### src/rtl/reg_delay_line_if.sv
// Bus bundle for reg_delay_line: control/data inputs on the master side,
// tap, last-stage and occupancy outputs on the slave side.
interface reg_delay_line_if #(
    parameter int WIDTH = 8,
    parameter int DEPTH = 4
);
    localparam int SW = (DEPTH > 1) ? $clog2(DEPTH) : 1;
    localparam int CW = $clog2(DEPTH + 1);

    logic             en;
    logic             clr;
    logic [WIDTH-1:0] d_in;
    logic             vld_in;
    logic [SW-1:0]    sel;
    logic [WIDTH-1:0] q;
    logic             vld_out;
    logic [WIDTH-1:0] q_last;
    logic             vld_last;
    logic [CW-1:0]    cnt;

    modport master (
        output en, clr, d_in, vld_in, sel,
        input  q, vld_out, q_last, vld_last, cnt
    );

    modport slave (
        input  en, clr, d_in, vld_in, sel,
        output q, vld_out, q_last, vld_last, cnt
    );
endinterface

### src/rtl/reg_delay_line.sv
// Registered delay line: DEPTH stages of WIDTH-bit data plus valid, with stall,
// synchronous clear, a clamped run-time output tap and a live occupancy count.
module reg_delay_line #(
    parameter int               WIDTH   = 8,
    parameter int               DEPTH   = 4,
    parameter logic [WIDTH-1:0] RST_VAL = '0
) (
    input  logic            clk,
    input  logic            rst,
    reg_delay_line_if.slave bus
);
    localparam int SW = (DEPTH > 1) ? $clog2(DEPTH) : 1;
    localparam int CW = $clog2(DEPTH + 1);

    logic [DEPTH-1:0][WIDTH-1:0] s_vec;
    logic [DEPTH-1:0]            v_vec;
    logic [CW-1:0]               cnt_reg;
    logic [CW-1:0]               cnt_next;
    logic [SW-1:0]               tap;

    generate
        for (genvar gi = 0; gi < DEPTH; gi++) begin : g_stage
            logic [WIDTH-1:0] s_reg;
            logic [WIDTH-1:0] s_next;
            logic [WIDTH-1:0] s_src;
            logic             v_reg;
            logic             v_next;
            logic             v_src;

            if (gi == 0) begin : g_head
                assign s_src = bus.d_in;
                assign v_src = bus.vld_in;
            end else begin : g_body
                assign s_src = s_vec[gi-1];
                assign v_src = v_vec[gi-1];
            end

            // Data moves even when its valid bit is low: no bubble collapsing.
            always_comb begin
                s_next = s_reg;
                v_next = v_reg;
                if (bus.clr) begin
                    s_next = RST_VAL;
                    v_next = 1'b0;
                end else if (bus.en) begin
                    s_next = s_src;
                    v_next = v_src;
                end
            end

            always_ff @(posedge clk or negedge rst) begin
                if (!rst) begin
                    s_reg <= RST_VAL;
                    v_reg <= 1'b0;
                end else begin
                    s_reg <= s_next;
                    v_reg <= v_next;
                end
            end

            assign s_vec[gi] = s_reg;
            assign v_vec[gi] = v_reg;
        end
    endgenerate

    // One word in, one word out per enabled edge: count moves only when they differ.
    always_comb begin
        cnt_next = cnt_reg;
        if (bus.clr) begin
            cnt_next = '0;
        end else if (bus.en) begin
            if (bus.vld_in && !v_vec[DEPTH-1]) begin
                cnt_next = cnt_reg + CW'(1);
            end else if (!bus.vld_in && v_vec[DEPTH-1]) begin
                cnt_next = cnt_reg - CW'(1);
            end
        end
    end

    always_ff @(posedge clk or negedge rst) begin
        if (!rst) begin
            cnt_reg <= '0;
        end else begin
            cnt_reg <= cnt_next;
        end
    end

    always_comb begin
        tap = bus.sel;
        if (int'(bus.sel) > DEPTH - 1) begin
            tap = SW'(DEPTH - 1);
        end
    end

    assign bus.q        = s_vec[tap];
    assign bus.vld_out  = v_vec[tap];
    assign bus.q_last   = s_vec[DEPTH-1];
    assign bus.vld_last = v_vec[DEPTH-1];
    assign bus.cnt      = cnt_reg;
endmodule

### src/flat_wrapper.sv
// flat-port wrapper written by rule: the top's interface ports become plain ports
module reg_delay_line_flat 
#(
    parameter int               WIDTH   = 8,
    parameter int               DEPTH   = 4,
    parameter logic [WIDTH-1:0] RST_VAL = '0
)
  (clk, rst, bus_en, bus_clr, bus_d_in, bus_vld_in, bus_sel, bus_q, bus_vld_out, bus_q_last, bus_vld_last, bus_cnt);
  reg_delay_line_if #(.WIDTH(WIDTH), .DEPTH(DEPTH)) bus_i ();
  input  logic clk;
  input  logic rst;
  input wire logic [$bits(bus_i.en)-1:0] bus_en;
  input wire logic [$bits(bus_i.clr)-1:0] bus_clr;
  input wire logic [$bits(bus_i.d_in)-1:0] bus_d_in;
  input wire logic [$bits(bus_i.vld_in)-1:0] bus_vld_in;
  input wire logic [$bits(bus_i.sel)-1:0] bus_sel;
  output wire logic [$bits(bus_i.q)-1:0] bus_q;
  output wire logic [$bits(bus_i.vld_out)-1:0] bus_vld_out;
  output wire logic [$bits(bus_i.q_last)-1:0] bus_q_last;
  output wire logic [$bits(bus_i.vld_last)-1:0] bus_vld_last;
  output wire logic [$bits(bus_i.cnt)-1:0] bus_cnt;
  assign bus_i.en = bus_en;
  assign bus_i.clr = bus_clr;
  assign bus_i.d_in = bus_d_in;
  assign bus_i.vld_in = bus_vld_in;
  assign bus_i.sel = bus_sel;
  assign bus_q = bus_i.q;
  assign bus_vld_out = bus_i.vld_out;
  assign bus_q_last = bus_i.q_last;
  assign bus_vld_last = bus_i.vld_last;
  assign bus_cnt = bus_i.cnt;
  reg_delay_line #(.WIDTH(WIDTH), .DEPTH(DEPTH), .RST_VAL(RST_VAL)) u_core (.clk(clk), .rst(rst), .bus(bus_i));
endmodule
### config.mk
export PLATFORM = sky130hd
export DESIGN_NAME = reg_delay_line_flat
export DESIGN_NICKNAME = d
export VERILOG_FILES = /design/src/rtl/reg_delay_line_if.sv /design/src/rtl/reg_delay_line.sv /design/src/flat_wrapper.sv
export SDC_FILE = /design/constraint.sdc
export NUM_CORES = 1
export LEC_CHECK = 0
export CAP_MARGIN = 25
export CORE_ASPECT_RATIO = 1.75
export CORE_MARGIN = 2
export CORE_UTILIZATION = 35
export CTS_CLUSTER_DIAMETER = 150
export DETAILED_ROUTE_END_ITERATION = 8
export SYNTH_ARGS = -nofsm -noshare
export SYNTH_HDL_FRONTEND = slang
export SYNTH_SLANG_ARGS = --single-unit
### constraint.sdc
create_clock -name clk -period 2.7 [get_ports clk]
set_input_delay 0.54 -clock clk [delete_from_list [all_inputs] [get_ports clk]]
set_output_delay 0.54 -clock clk [all_outputs]
set_load 0.1 [all_outputs]
==> metrics.md <==
| Metric | Value |
|---|---|
| Status | completed |
| Nets | 200 |
| CP max-delay cell | mux4_2 |
| Mean post-synth cell area | 12.71 um2 |
| Number of max-cap violations | 0 |
| Met3 usage | 0.02953 |
| Port Buffers | 35 |
| Layout area overhead | 27.88% |
| Post-synth EDFFs | 0 |
| Yosys top cell area share | 0.5190 |
| Largest net degree at the start of global routing | 41 |
| Cell mode on critical path | buf_12 |
| Final Core Density | 0.4615 |
| Vias/cell | 5.159 |
| Setup violators final | 0 |
| Synth area leaders | dfrtp_1 52%, mux2i_1 19%, mux4_2 11% |
| Gr busiest metal | met2 |
| Period utilization | 0.9222 |
| #FFs+latches synth | 39 |
| Initial Utilization | 0.3609 |
| Setup bufs post-CTS | 0 |
| Worst setup SP type | input port |
| Largest area contributor in the netlist | dfrtp_1 |
| Vias in the first global route | 1,352 |
| Worst clock skew | 0.005651 ns |
| Slew headroom | 0.4261 |
| Synth Instances | 148 |
| Post-route minimum period | 2.490 ns |
| Sequential fraction of the synthesis area | 0.5190 |
| Final Hold Fails | 0 |
| Die width | 59.41 um |
| Post-Syn Area | 1881 um2 |
| Synth cell types | 23 |
| CTS tree | done |
| Clock Root Buffer | clkbuf_8 |
| Worst-Skew Late Latency | 0.29 ns |
| Longest Clk Path Bufs | 2 |
| Fmax | 0.4016 GHz |
| Drt total wl | 3883 um |
| CP required | 2.16 ns |
| Vias | 1,233 |
| Power Density | 517.2 nW/um2 |
| Setup TNS | 0 ns |
| I/O Pins | 36 |
| Critical path endpoint category | output port |
| Std-Cell Core Area | 5211 um2 |
| Hold crit path type | input port to asynchronous set/reset pin |
| Met2 Track Usage GR | 0.2561 |
| Multi-input logic area | 814.5 um2 |
| Critical path class | input port to output port |
| Post-DP HPWL | 2782 um |
| Slowest stage delay, CP | 0.55 ns |
| Least-Margin Pin Slew | 0.8608 ns |
| # H-tree levels | 2 |
| Drt first pass iters | 4 |
| # hold bufs at CTS | 0 |
| Clk sinks | 39 |
| M1 GR Usage | 0.1737 |
| Main synth FF type | dfrtp_1 |
| Reg area | 975.9 um2 |
| Unrepaired setup endpoints after global routing | false |
| Post-cts resize count | 0 |
| Critical-path cell list | clkdlybuf4s50_1, buf_12, mux4_2, buf_12 |
| Mapped Nets | 164 |
| Worst Path Max Fanout | 9 |
| First-pass GRT wire length | 6665 um |
| Max reg flops | 24 |
| Die Y | 101.0 um |
| DR DRC count | 0 |
| Diodes inserted | 0 |
| GP Congestion | 0.6986 |
| Crit path from | bus_sel[0] |
| Worst-case vdd ir drop | 0.3971 mV |
| Ys async rst share | 1.000 |
| Crit path DAT | 1.95 ns |
| Total die area | 5999 um2 |
| Clock transition at path regs | 0.08 ns |
| Reg2reg start | u_core.bus.vld_last$_DFFE_PN0P_ |
| Total GRT Usage | 0.1485 |
| Wirelength per Cell | 16.25 um |
| Most frequent cells in the layout | 39 x dfrtp_1, 37 x nor2_1, 36 x mux2i_1 |
| DRT iter0 DRCs | 21 |
| # fillers | 494 |
| Inserted Clock Buffers | 5 |
| Commonest non-fill, non-tap cell in the layout | dfrtp_1 |
| Antenna violations before repair | 0 |
| Static Leakage | 0.001166 uW |
| Layout cells sized above 1 | 0.2446 |
| Synth warn | 0 |
| Global route overflow | 0 |
| Routed Antenna Nets | 0 |
| Max Transition Viols Final | 0 |
| Hold slack | 0.3542 ns |
| Row count | 35 |
where the power goes:
part | total, uW | internal, uW | leakage [uW] | switching, uW
clock network | 400 | 200 | 0.0000470 | 199
logic | 228 | 88.8 | 0.000585 | 139
registers | 616 | 602 | 0.000534 | 14.6
worst paths after layout:
path | endpoint | slack [ns] | depth (start not counted)
max | bus_q[1] | 0.21 | 4
min | u_core.bus.q_last[7]$_DFFE_PN0P_ | 0.35 | 1
max in group asynchronous | u_core.bus.cnt[2]$_DFFE_PN0P_ | 1.80 | 1
max reg2reg | u_core.bus.cnt[2]$_DFFE_PN0P_ | 1.11 | 5
min reg2reg | u_core.g_stage[2].s_reg[6]$_DFFE_PN0P_ | 0.55 | 2
min in group clk | u_core.g_stage[2].s_reg[6]$_DFFE_PN0P_ | 0.55 | 2
layer usage:
metal | vias to the layer above | wire [um]
li1 | 579 | -
met1 | 624 | 1488
met2 | 24 | 2190
met3 | 6 | 128
met4 | 0 | 74
met5 | - | 0
synthesized netlist by cell type, types with 2 or more instances:
library cell / n
dfrtp_1: 39
nor2_1: 37
mux2i_1: 36
mux4_2: 9
buf_4: 3
a21oi_1: 2
buf_2: 2
buf_6: 2
clkbuf_1: 2
inv_1: 2
nand3_1: 2
kinds of logic after synthesis:
group | Yosys count | share of synthesized area
AND/OR/NAND/NOR | 44 | 0.09981
flip-flops | 39 | 0.5190
adder cells (fa/ha/maj) | 1 | 0.01065
AO/OA/AOI/OAI | 5 | 0.01863
multiplexers | 45 | 0.2994
buffers and inverters | 13 | 0.04790
XOR/XNOR | 1 | 0.004658
critical path, delay by kind of cell:
family	cells	cell delay [ns]
multiplexers	1	0.55
buffers and inverters	3	0.85
cell type report:
class | instances | share of cell area
Clock buffer | 6 | 0.03434
Clock inverter | 1 | 0.002081
Inverter | 2 | 0.003122
Multi-Input combinational cell | 96 | 0.3387
Sequential cell | 39 | 0.4058
Tap cell | 55 | 0.02862
Timing Repair Buffer | 40 | 0.1873
through the flow:
step,instances,area (um2),power [uW],worst slack (ns)
after floorplan,148,1881,779.2,0.4122
after global placement,232,2317,852.5,0.2132
after detailed placement,232,2317,858.9,0.1999
after CTS,239,2405,1260,0.1947
after global routing,239,2405,1294,0.1743
final,239,2405,1244,0.2102
No activity file was read; power rests on OpenSTA's default activity.
